--- src/rtl/gray_seq_arb_if.sv ---
// -----------------------------------------------------------------------------
// gray_seq_arb_if
// Bundles the request/length/direction inputs and the grant/status outputs of
// the two-requester Gray-code sequencer arbiter.
//   master : requester side (drives req, len0/1, dir0/1, hold; sees status)
//   slave  : arbiter side   (sees requests; drives gnt, busy, done, done_id,
//            wrap, gray_count)
// -----------------------------------------------------------------------------
interface gray_seq_arb_if #(
    parameter int WIDTH = 4
);
    logic [1:0]       req;
    logic [WIDTH-1:0] len0;
    logic [WIDTH-1:0] len1;
    logic             dir0;
    logic             dir1;
    logic             hold;
    logic [1:0]       gnt;
    logic             busy;
    logic             done;
    logic             done_id;
    logic             wrap;
    logic [WIDTH-1:0] gray_count;

    modport master (
        output req, len0, len1, dir0, dir1, hold,
        input  gnt, busy, done, done_id, wrap, gray_count
    );

    modport slave (
        input  req, len0, len1, dir0, dir1, hold,
        output gnt, busy, done, done_id, wrap, gray_count
    );
endinterface

--- src/rtl/gray_seq_arb.sv ---
// -----------------------------------------------------------------------------
// gray_seq_arb
// Two-requester round-robin arbiter that, for the granted requester, steps a
// shared binary counter up or down a requested number of times and presents it
// in Gray code.  The counter is not cleared between runs.
// Ports:
//   clk    : clock, rising edge
//   reset  : asynchronous active-low reset
//   bus    : gray_seq_arb_if.slave
//            req[1:0], len0/len1, dir0/dir1 (0=up, 1=down), hold  -> in
//            gnt[1:0] (one-hot), busy, done (pulse), done_id, wrap (pulse),
//            gray_count                                              -> out
// -----------------------------------------------------------------------------
module gray_seq_arb #(
    parameter int WIDTH = 4
) (
    input  logic           clk,
    input  logic           reset,
    gray_seq_arb_if.slave  bus
);

    localparam logic [1:0] S_IDLE = 2'd0;
    localparam logic [1:0] S_RUN  = 2'd1;
    localparam logic [1:0] S_DONE = 2'd2;

    localparam logic [WIDTH-1:0] ONE = {{(WIDTH-1){1'b0}}, 1'b1};

    logic [1:0]       state;
    logic [WIDTH-1:0] bin;
    logic [WIDTH-1:0] rem;
    logic             dir_r;
    logic             rr;
    logic             owner;
    logic             done_id_r;
    logic             wrap_r;

    logic             pick;
    logic [WIDTH-1:0] len_sel;
    logic             dir_sel;

    // Round-robin pointer only matters on a tie; a lone request wins outright.
    always_comb begin
        pick    = 1'b0;
        len_sel = bus.len0;
        dir_sel = bus.dir0;
        if (bus.req == 2'b11) begin
            pick = rr;
        end else begin
            pick = bus.req[1];
        end
        if (pick) begin
            len_sel = bus.len1;
            dir_sel = bus.dir1;
        end
    end

    always_ff @(posedge clk or negedge reset) begin
        if (!reset) begin
            state     <= S_IDLE;
            bin       <= '0;
            rem       <= '0;
            dir_r     <= 1'b0;
            rr        <= 1'b0;
            owner     <= 1'b0;
            done_id_r <= 1'b0;
            wrap_r    <= 1'b0;
        end else begin
            wrap_r <= 1'b0;
            case (state)
                S_IDLE: begin
                    if (bus.req != 2'b00) begin
                        owner <= pick;
                        rem   <= len_sel;
                        dir_r <= dir_sel;
                        if (len_sel != '0) begin
                            state <= S_RUN;
                        end else begin
                            // Zero-length run: report completion without stepping.
                            state     <= S_DONE;
                            done_id_r <= pick;
                        end
                    end
                end
                S_RUN: begin
                    if (!bus.hold) begin
                        bin    <= dir_r ? (bin - ONE) : (bin + ONE);
                        rem    <= rem - ONE;
                        wrap_r <= dir_r ? (bin == '0) : (&bin);
                        if (rem == ONE) begin
                            state     <= S_DONE;
                            done_id_r <= owner;
                        end
                    end
                end
                S_DONE: begin
                    state <= S_IDLE;
                    rr    <= ~owner;
                end
                default: begin
                    state <= S_IDLE;
                end
            endcase
        end
    end

    assign bus.gnt        = (state == S_IDLE) ? 2'b00 : (owner ? 2'b10 : 2'b01);
    assign bus.busy       = (state != S_IDLE);
    assign bus.done       = (state == S_DONE);
    assign bus.done_id    = done_id_r;
    assign bus.wrap       = wrap_r;
    assign bus.gray_count = bin ^ (bin >> 1);

endmodule

--- src/flat_wrapper.sv ---
// flat-port wrapper written by rule: the top's interface ports become plain ports
module gray_seq_arb_flat 
#(
    parameter int WIDTH = 4
)
  (clk, reset, bus_req, bus_len0, bus_len1, bus_dir0, bus_dir1, bus_hold, bus_gnt, bus_busy, bus_done, bus_done_id, bus_wrap, bus_gray_count);
  gray_seq_arb_if #(.WIDTH(WIDTH)) bus_i ();
  input  logic clk;
  input  logic reset;
  input wire logic [$bits(bus_i.req)-1:0] bus_req;
  input wire logic [$bits(bus_i.len0)-1:0] bus_len0;
  input wire logic [$bits(bus_i.len1)-1:0] bus_len1;
  input wire logic [$bits(bus_i.dir0)-1:0] bus_dir0;
  input wire logic [$bits(bus_i.dir1)-1:0] bus_dir1;
  input wire logic [$bits(bus_i.hold)-1:0] bus_hold;
  output wire logic [$bits(bus_i.gnt)-1:0] bus_gnt;
  output wire logic [$bits(bus_i.busy)-1:0] bus_busy;
  output wire logic [$bits(bus_i.done)-1:0] bus_done;
  output wire logic [$bits(bus_i.done_id)-1:0] bus_done_id;
  output wire logic [$bits(bus_i.wrap)-1:0] bus_wrap;
  output wire logic [$bits(bus_i.gray_count)-1:0] bus_gray_count;
  assign bus_i.req = bus_req;
  assign bus_i.len0 = bus_len0;
  assign bus_i.len1 = bus_len1;
  assign bus_i.dir0 = bus_dir0;
  assign bus_i.dir1 = bus_dir1;
  assign bus_i.hold = bus_hold;
  assign bus_gnt = bus_i.gnt;
  assign bus_busy = bus_i.busy;
  assign bus_done = bus_i.done;
  assign bus_done_id = bus_i.done_id;
  assign bus_wrap = bus_i.wrap;
  assign bus_gray_count = bus_i.gray_count;
  gray_seq_arb #(.WIDTH(WIDTH)) u_core (.clk(clk), .reset(reset), .bus(bus_i));
endmodule
--- config.mk ---
export PLATFORM = sky130hd
export DESIGN_NAME = gray_seq_arb_flat
export DESIGN_NICKNAME = d
export VERILOG_FILES = /design/src/rtl/gray_seq_arb_if.sv /design/src/rtl/gray_seq_arb.sv /design/src/flat_wrapper.sv
export SDC_FILE = /design/constraint.sdc
export NUM_CORES = 1
export LEC_CHECK = 0
export ABC_CLOCK_PERIOD_IN_PS = 3700
export CAP_MARGIN = 20
export CORE_MARGIN = 2
export CORE_UTILIZATION = 52
export CTS_CLUSTER_SIZE = 30
export DETAILED_ROUTE_END_ITERATION = 8
export PLACE_DENSITY = 0.87
export SYNTH_ARGS = -nofsm -noshare
export SYNTH_HDL_FRONTEND = slang
export SYNTH_SLANG_ARGS = --single-unit
--- constraint.sdc ---
create_clock -name clk -period 3.7 [get_ports clk]
set_input_delay 0.74 -clock clk [delete_from_list [all_inputs] [get_ports clk]]
set_output_delay 0.74 -clock clk [all_outputs]
set_load 0.03 [all_outputs]
==> flow_metrics.tcl, run 1 <==
set metrics [dict create \
    r2r_start "u_core.state[0]$_DFFE_PN0P_" \
    power_density_mw_per_mm2 871 \
    holdWs_ps 538 \
    grt.overflow.total 0 \
    drc 0 \
    clock_skew_ps 7.01 \
    post-synth-top-count-cell "dfrtp_1" \
    post_cts_buffers 0 \
    clockRootBuffer "clkbuf_4" \
    tightest_slew_ps 698 \
    cp.arrival_ps 1850 \
    avgSynthCellArea_um2 9.21 \
    synth_fa_ha_area_frac 0.119 \
    chipHeight_um 48.1 \
    setup_viol 0 \
    critPathSlowestCell "clkdlybuf4s50_1" \
    synth_xor_area_frac 0.0346 \
    cts_tree "built" \
    p_int_uw 586 \
    slew_violations 0 \
    synth.top_cell.area_share 0.370 \
    synth_top_family_by_area "simple AND/OR/NAND/NOR gates" \
    finalSetupTns_ps 0 \
    irDropWorstVdd_mv 0.590 \
    first_pass_iters 4 \
    syn_inst 110 \
    synth_cell_types 36 \
    ys.flop_type "dfrtp_1" \
    synth_common_cells "dfrtp_1 (15), nand2_1 (9), a21oi_1 (8), ha_1 (8), inv_1 (8)" \
    fmax_mhz 387 \
    synthArstFlopShare 1.00 \
    swShare 0.479 \
    routed_wl_mm 2.09 \
    io-pin-count 25 \
    grt_pass1_vias 776 \
    placed_area_mm2 0.00126 \
    gp_congestion 0.844 \
    track_usage 0.214 \
    p_comb_frac 0.617 \
    fin_nets 159 \
    yosysWarnings 0 \
    clock-sinks 15 \
    finalHoldViolCount 0 \
    endpoint_kind "output pin" \
    core_area_mm2 0.00178 \
    synth_top_cell_by_area "dfrtp_1" \
    initial_core_util 0.568 \
    synth_edf_count 0 \
    grt_pass1_wl_mm 3.39 \
    critPathKind "reg -> out" \
    postRouteAntennaNets 0 \
    worstHoldPathType "reg -> reg" \
    drt_iter0_drc 23 \
    switching_power_uw 539 \
    dieArea_mm2 0.00232 \
    final_cells 159 \
    clkTransAtPathRegs_ps 100 \
    synth_seq_cells 15 \
    crit_start "u_core.state[0]$_DFFE_PN0P_" \
    power.leakage_uw 0.000573 \
    dp_slack_ps 1320 \
    dp_hpwl_mm 1.64 \
    period_share 0.699 \
    ys_seq_area_frac 0.370 \
    cts_resized 0 \
    drive_gt1_frac 0.0672 \
    worstPathMaxFanout 12 \
    maxCapViolations 0 \
    clkPwrFrac 0.088 \
    fin_crit_ps 2590 \
    htree_num_levels 1 \
    via_per_inst 5.47 \
    die_w_um 48.1 \
    seq_power_share 0.295 \
    max_slew_margin 0.534 \
    hold_buffers 0 \
    avgRoutedWirePerCell_um 13.1 \
    antenna_found_initial 0 \
    synth_area_leaders "dfrtp_1 (37%), ha_1 (9.9%), a21oi_1 (4.0%), nand2_1 (3.3%), and3_1 (3.1%)" \
    synthSimpleGateAreaFrac 0.211 \
    path_cells "nor2_1 -> nor2b_1 -> clkdlybuf4s50_1" \
    place_inst 155 \
    rsz0062_at_grt "no" \
    port_buffers 24 \
    grt_max_degree 16 \
    worstSetupStartpointType "register" \
    fin_ws_ps 1110 \
    rows 15 \
    required_ps 2960 \
    syn2layout_area_growth_pct 27.4 \
    antenna_cells 0 \
    via_count 869 \
    cpPeakStageDelay_ps 680 \
    synth-compound-area-share 0.195 \
    cts_buffer_depth 2 \
    clkLatencyLatePin_ps 290 \
    synth_area_mm2 0.00101 \
    cts_buffers 3 \
    status "finished clean" \
    design_area_mm2 0.00129 \
    min_from "u_core.owner$_DFFE_PN0P_" \
    syn-num-nets 134 \
    synth_mux_area_frac 0.0198 \
    r2r_slack_ps 1700 \
]
## sequential cells by signal (all words and copies together), names as in the netlist
register	cells
u_core.bus.done_id	1
u_core.dir_r	1
u_core.rem	4
u_core.bus.wrap	1
u_core.owner	1
u_core.rr	1
u_core.state	2
u_core.bin	4
## layout make-up
type	instances	area, um2
Multi-Input combinational cell	83	587
Fill cell	136	492
Sequential cell	15	375
Timing Repair Buffer	24	240
Tap cell	25	31.3
Inverter	8	30.0
Clock buffer	3	22.5
Clock inverter	1	5.00
## layer usage
| layer | GRT usage | vias to the layer above | wire length (um) |
|---|---|---|---|
| li1 | - | 442 | - |
| met1 | 0.311 | 405 | 1040 |
| met2 | 0.313 | 20 | 971 |
| met3 | 0.0444 | 2 | 66 |
| met4 | 0.0811 | 0 | 8 |
| met5 | 0 | - | 0 |
## layout by cell type, fill, tap and decap left out, drive strengths merged
master / synthesis / routed
clkdlybuf4s50: 0 / 24
a311oi: 1 / 1
o31ai: 1 / 1
o21ai: 6 / 6
nor2b: 4 / 4
o22ai: 2 / 2
o41ai: 1 / 1
a21oi: 8 / 8
nand2b: 5 / 5
clkinv: 0 / 1
nor4: 1 / 1
xnor2: 2 / 2
xor2: 2 / 2
inv: 8 / 8
or4: 1 / 1
o21bai: 1 / 1
a21boi: 1 / 1
nand2: 9 / 9
nor3: 4 / 4
and3: 5 / 5
o21ba: 1 / 1
dfrtp: 15 / 15
clkbuf: 1 / 3
nor2: 4 / 4
a211oi: 4 / 4
a211o: 1 / 1
nand3: 5 / 5
a2bb2oi: 1 / 1
fa: 1 / 1
mux2i: 2 / 2
ha: 8 / 8
o211ai: 1 / 1
or4b: 1 / 1
## worst paths after layout
| check | endpoint | cells past startpoint |
|---|---|---|
| max reg2reg | u_core.bin[3]$_DFFE_PN0P_ | 4 |
| max in group asynchronous | u_core.bin[1]$_DFFE_PN0P_ | 1 |
| min | u_core.rr$_DFFE_PN0P_ | 1 |
| min in group asynchronous | u_core.rem[1]$_DFFE_PN0P_ | 1 |
| max | bus_gnt[1] | 3 |
| min reg2reg | u_core.rr$_DFFE_PN0P_ | 1 |
## power by group through the flow
stage | logic [uW] | clock network, uW | registers, uW
2_1_floorplan | 515 | 0 | 307
3_3_place_gp | 677 | 0 | 328
3_5_place_dp | 688 | 0 | 335
4_1_cts | 697 | 99.8 | 331
5_1_grt | 768 | 109 | 344
6_report | 694 | 98.6 | 332
## stage by stage
step | total power (uW) | util
finish | 1120 | 0.724
CTS | 1130 | 0.724
detailed placement | 1020 | 0.709
floorplan | 822 | -
global placement | 1000 | 0.709
global route | 1220 | 0.724
## cell families after synthesis
group / after synthesis
adders and majority gates: 9
and+or+nand+nor: 39
DFF: 15
AOI/OAI and AO/OA: 29
xor gates and xnor gates: 4
muxes: 2
buffers and inverters: 12
## critical path, delay by kind of cell (launching register included)
kind          cells  cell delay, ps
buf+inv           1             680
simple gates      2             280
flops             1             600
(Power assumes the default switching activity.)
==> run 2: changes to the inputs <==
--- a/config.mk
+++ b/config.mk
@@ -5,13 +5,13 @@
 export SDC_FILE = /design/constraint.sdc
 export NUM_CORES = 1
 export LEC_CHECK = 0
-export ABC_CLOCK_PERIOD_IN_PS = 3700
+export ABC_CLOCK_PERIOD_IN_PS = 2300
 export CAP_MARGIN = 20
 export CORE_MARGIN = 2
-export CORE_UTILIZATION = 52
+export CORE_UTILIZATION = 43
 export CTS_CLUSTER_SIZE = 30
 export DETAILED_ROUTE_END_ITERATION = 8
-export PLACE_DENSITY = 0.87
+export PLACE_DENSITY = 0.77
 export SYNTH_ARGS = -nofsm -noshare
 export SYNTH_HDL_FRONTEND = slang
 export SYNTH_SLANG_ARGS = --single-unit
==> constraint.sdc (replaced) <==
create_clock -name clk -period 2.3 [get_ports clk]
set_input_delay 0.46 -clock clk [delete_from_list [all_inputs] [get_ports clk]]
set_output_delay 0.46 -clock clk [all_outputs]
set_load 0.03 [all_outputs]
==> run 2 against run 1 <==
  * Sequential share of layout area is 0.61 points lower
  * Combinational power increased by 70%
  * Register-to-register slack got worse by 1200 ps
  * Via count grew 1.8%
  * Global-route usage shrank 2.8 points
  * Count of clock-buffer cells in the layout rose by 1
  * Critical path type unchanged
  * Critical endpoint is now bus_gray_count[2]
  * Highest routed layer is now met3
==> flow_metrics.tcl, run 2 (same netlist as run 1, synthesis figures left out) <==
set metrics [dict create \
    status "finished clean" \
    cts_buffers 3 \
    slew_violations 0 \
    track_usage 0.186 \
    fmax_mhz 458 \
    grt_max_degree 16 \
    max_slew_margin 0.560 \
    final_common_cell "clkdlybuf4s50_1" \
    cp.arrival_ps 1720 \
    critPathBufInv 2 \
    avgRoutedWirePerCell_um 13.2 \
    period_share 0.949 \
    reg.largest.list "u_core.bin x4, u_core.rem x4, u_core.state x2" \
    holdWs_ps 524 \
    rows 17 \
    path_cells "inv_1 -> ha_1 -> clkdlybuf4s50_1" \
    core_area_mm2 0.00221 \
    min_from "u_core.rr$_DFFE_PN0P_" \
    rsz0062_at_grt "no" \
    first_pass_iters 4 \
    seqCellArea_um2 375 \
    routed_wl_mm 2.17 \
    gp_congestion 0.846 \
    finalHoldViolCount 0 \
    postRouteAntennaNets 0 \
    htree_num_levels 1 \
    antenna_found_initial 0 \
    grt.overflow.total 0 \
    irDropWorstVdd_mv 1.06 \
    cts_tree "built" \
    drive_gt1_frac 0.0803 \
    multi_input_area_um2 587 \
    worstSetupStartpointType "register" \
    cts_buffer_depth 2 \
    endpoint_kind "output pin" \
    io-pin-count 25 \
    port_buffers 24 \
    clockRootBuffer "clkbuf_4" \
    maxCapViolations 0 \
    grt_pass1_vias 865 \
    power_density_mw_per_mm2 1390 \
    syn2layout_area_growth_pct 30.1 \
    initial_core_util 0.458 \
    die_w_um 52.6 \
    required_ps 1840 \
    final_cell_mix "clkdlybuf4s50_1 (23), dfrtp_1 (15), nand2_1 (9)" \
    drt_iter0_drc 12 \
    chipHeight_um 52.6 \
    via_per_inst 5.36 \
    fin_crit_ps 2180 \
    grt_pass1_wl_mm 3.73 \
    dieArea_mm2 0.00276 \
    power.leakage_uw 0.000594 \
    drc 0 \
    dp_hpwl_mm 1.73 \
    r2r_start "u_core.rem[1]$_DFFE_PN0P_" \
    clkLatencyLatePin_ps 280 \
    worstHoldPathType "reg -> reg" \
    worstPathMaxFanout 5 \
    critPathSlowestCell "clkdlybuf4s50_1" \
    critPathKind "reg -> out" \
    clock_skew_ps 1.32 \
    r2r_slack_ps 530 \
    finalSetupTns_ps 0 \
    post_cts_buffers 0 \
    tightest_slew_ps 658 \
    clkTransAtPathRegs_ps 80 \
    crit_start "u_core.bin[2]$_DFFE_PN0P_" \
    fin_nets 162 \
    critPathTopFamily "buffers and inverters" \
    via_count 885 \
    setup_viol 0 \
    clock-sinks 15 \
    cpPeakStageDelay_ps 660 \
    antenna_cells 0 \
    fillers 202 \
]
==> run 2: cell types whose count changed in the layout (fill, tap and decap cells not counted) <==
cell	before	now
clkinv_2	1	0
dlymetal6s2s_1	0	1
clkdlybuf4s50_1	24	23
buf_4	0	3
clkbuf_1	0	1
==> run 2: repair_timing <==
item / CTS / global route
gates resized for setup: 0 / 1
hold endpoints to repair: 0 / 0
hold buffers: 0 / 0
setup endpoints to repair: 0 / 1
==> run 2: final cells by class <==
class | count | share of cell area
Sequential cell | 15 | 0.285
Clock buffer | 4 | 0.0199
Inverter | 8 | 0.0228
Timing Repair Buffer | 27 | 0.201
Multi-Input combinational cell | 83 | 0.445
Tap cell | 28 | 0.0266
==> run 2: report_power, final <==
group / internal, uW / leakage [uW] / switching, uW
Combinational: 525 / 0.000398 / 655
Sequential: 386 / 0.000182 / 127
Clock: 67.3 / 0.0000150 / 77.8
Total: 978 / 0.000594 / 860
==> run 2: routing by layer <==
layer,share of wire,vias up,GRT usage
li1,-,446,-
met1,0.46,415,0.238
met2,0.49,24,0.310
met3,0.047,0,0.0629
met4,0,0,0.0256
met5,0,-,0
==> run 2: per-stage QoR <==
stage                     instances  total power [uW]  instance area, um2  setup WS [ps]  utilization
after floorplan                 110              1320                1010            691            -
after global placement          161              1650                1290            246        0.583
after detailed placement        161              1700                1290            200        0.583
after CTS                       165              1860                1320           63.3        0.595
after global routing            165              2010                1320           14.9        0.596
final                           165              1840                1320            117        0.596
==> run 2: worst paths after layout <==
kind	cells after the start	endpoint
worst min register to register	2	u_core.rr$_DFFE_PN0P_
min in group asynchronous	1	u_core.rem[2]$_DFFE_PN0P_
max in group asynchronous	1	u_core.rr$_DFFE_PN0P_
worst max-delay path	3	bus_gray_count[2]
worst min-delay path	2	u_core.rr$_DFFE_PN0P_
worst max register to register	6	u_core.bus.done_id$_DFFE_PN0P_
==> run 2: worst register-to-register path, delay by kind of cell, from the launching register on <==
family | cells | cell delay [ps]
AO/OA/AOI/OAI | 3 | 520
buffers and inverters | 1 | 100
adder cells (fa/ha/maj) | 1 | 170
flip-flops | 1 | 390
AND/OR/NAND/NOR | 1 | 490
==> run 3: changes to the inputs <==
--- a/config.mk
+++ b/config.mk
@@ -11,6 +11,7 @@
 export CORE_UTILIZATION = 43
 export CTS_CLUSTER_SIZE = 30
 export DETAILED_ROUTE_END_ITERATION = 8
+export GPL_TIMING_DRIVEN = 0
 export PLACE_DENSITY = 0.77
 export SYNTH_ARGS = -nofsm -noshare
 export SYNTH_HDL_FRONTEND = slang
==> run 3 against run 2 <==
  * Design area is 0.47% higher
  * Count of clock-buffer cells in the layout stayed put
  * Sequential cell count stayed put
  * Global-route usage is 0.70 points higher
  * Core utilization is 0.28 points higher
  * Worst hold slack better by 9.1 ps
  * Fmax is 1.8% lower
  * Critical path type unchanged
  * Critical endpoint is now bus_gray_count[0]
  * Largest power group unchanged
==> flow_metrics.tcl, run 3 (same netlist as run 1, synthesis figures left out) <==
set metrics [dict create \
    worstHoldPathType "reg -> reg" \
    power_density_mw_per_mm2 1380 \
    crit_start "u_core.bin[1]$_DFFE_PN0P_" \
    seqCellArea_um2 375 \
    placed_area_mm2 0.00129 \
    setup_viol 0 \
    tightest_slew_ps 704 \
    max_slew_margin 0.529 \
    r2r_slack_ps 560 \
    fin_ws_ps 77.7 \
    antenna_found_initial 0 \
    holdWs_ps 533 \
    clockRootBuffer "clkbuf_4" \
    via_count 903 \
    reg.largest.list "u_core.bin x4, u_core.rem x4, u_core.state x2" \
    finalHoldViolCount 0 \
    grt_max_degree 16 \
    chipHeight_um 52.6 \
    critPathBufInv 2 \
    antenna_cells 0 \
    multi_input_area_um2 587 \
    io-pin-count 25 \
    period_share 0.966 \
    clock_skew_ps 1.19 \
    port_buffers 24 \
    fin_nets 163 \
    post_cts_buffers 0 \
    cts_buffer_depth 2 \
    irDropWorstVdd_mv 0.843 \
    cts_tree "built" \
    drive_gt1_frac 0.0797 \
    fmax_mhz 450 \
    core_area_mm2 0.00221 \
    clkLatencyLatePin_ps 280 \
    grt.overflow.total 0 \
    min_from "u_core.rr$_DFFE_PN0P_" \
    initial_core_util 0.458 \
    rsz0062_at_grt "no" \
    via_per_inst 5.44 \
    avgRoutedWirePerCell_um 13.8 \
    syn2layout_area_growth_pct 30.7 \
    rows 17 \
    worstSetupEndpoint "bus_gray_count[0]" \
    postRouteAntennaNets 0 \
    fillers 209 \
    gp_congestion 0.812 \
    path_cells "inv_1 -> ha_1 -> clkdlybuf4s50_1" \
    critPathSlowestCell "clkdlybuf4s50_1" \
    dieArea_mm2 0.00276 \
    cpPeakStageDelay_ps 660 \
    design_area_mm2 0.00133 \
    first_pass_iters 4 \
    fin_crit_ps 2220 \
    final_cell_mix "clkdlybuf4s50_1 (20), dfrtp_1 (15), nand2_1 (9)" \
    worstSetupStartpointType "register" \
    r2r_start "u_core.rem[1]$_DFFE_PN0P_" \
    worstPathMaxFanout 5 \
    cp.arrival_ps 1760 \
    clkTransAtPathRegs_ps 90 \
    worst_r2r_endpoint "u_core.bus.done_id$_DFFE_PN0P_" \
    dp_slack_ps 179 \
    grt_pass1_wl_mm 3.93 \
    drt_iter0_drc 10 \
    die_w_um 52.6 \
    slew_violations 0 \
    final_common_cell "clkdlybuf4s50_1" \
    dp_hpwl_mm 1.80 \
    endpoint_kind "output pin" \
    cts_buffers 3 \
    critPathTopFamily "buffers and inverters" \
    track_usage 0.193 \
    status "finished clean" \
    grt_pass1_vias 898 \
    finalSetupTns_ps 0 \
    rr_worst_depth 6 \
    power.leakage_uw 0.000636 \
    clock-sinks 15 \
    required_ps 1840 \
    drc 0 \
    htree_num_levels 1 \
    cp_num_cells 3 \
    utilization 0.599 \
    maxCapViolations 0 \
    critPathKind "reg -> out" \
    routed_wl_mm 2.29 \
]
## run 3: per-layer routing
layer | share of wire | vias up | GRT usage
met5 | 0 | - | 0
met3 | 0.044 | 4 | 0.0314
met2 | 0.49 | 20 | 0.346
met1 | 0.46 | 433 | 0.234
li1 | - | 446 | -
met4 | 0.011 | 0 | 0.0598
## run 3: worst min-delay path by stage
stage | end | slack, ps | cells after the start
after floorplan | u_core.bin[0]$_DFFE_PN0P_ | 160 | 0
after global placement | u_core.rr$_DFFE_PN0P_ | 520 | 2
after detailed placement | u_core.rr$_DFFE_PN0P_ | 520 | 2
after CTS | u_core.rr$_DFFE_PN0P_ | 540 | 2
after global routing | u_core.rr$_DFFE_PN0P_ | 590 | 1
final | u_core.rr$_DFFE_PN0P_ | 530 | 2
## run 3: through the flow
stage,instances,total power (uW)
6_report,166,1830
5_1_grt,166,1980
4_1_cts,166,1850
3_5_place_dp,162,1690
3_3_place_gp,162,1640
2_1_floorplan,110,1320
## run 3: area by class of cell
cell class              instances  area share
clock buffers                   4      0.0198
flip-flops and latches         15       0.283
plain buffers                   4      0.0161
repair buffers                 24       0.189
inverters                       8      0.0227
well taps                      28      0.0264
multi-input cells              83       0.443
## run 3: where the power goes
part / internal (uW) / total [uW] / switching [uW]
clock network: 67.2 / 155 / 87.7
registers: 385 / 513 / 128
logic: 510 / 1160 / 654
## run 3: timing repair
| item | in CTS | in global routing |
|---|---|---|
| resized for setup | 0 | 4 |
| endpoints found under the setup margin | 0 | 4 |
| hold buffers | 0 | 0 |
## run 3: worst register-to-register path: cells and delay by family (launching register included)
kind,cells,cell delay (ps)
adders and majority gates,1,150
buffers and inverters,1,90
AOI/OAI and AO/OA,3,510
DFF,1,390
and+or+nand+nor,1,490
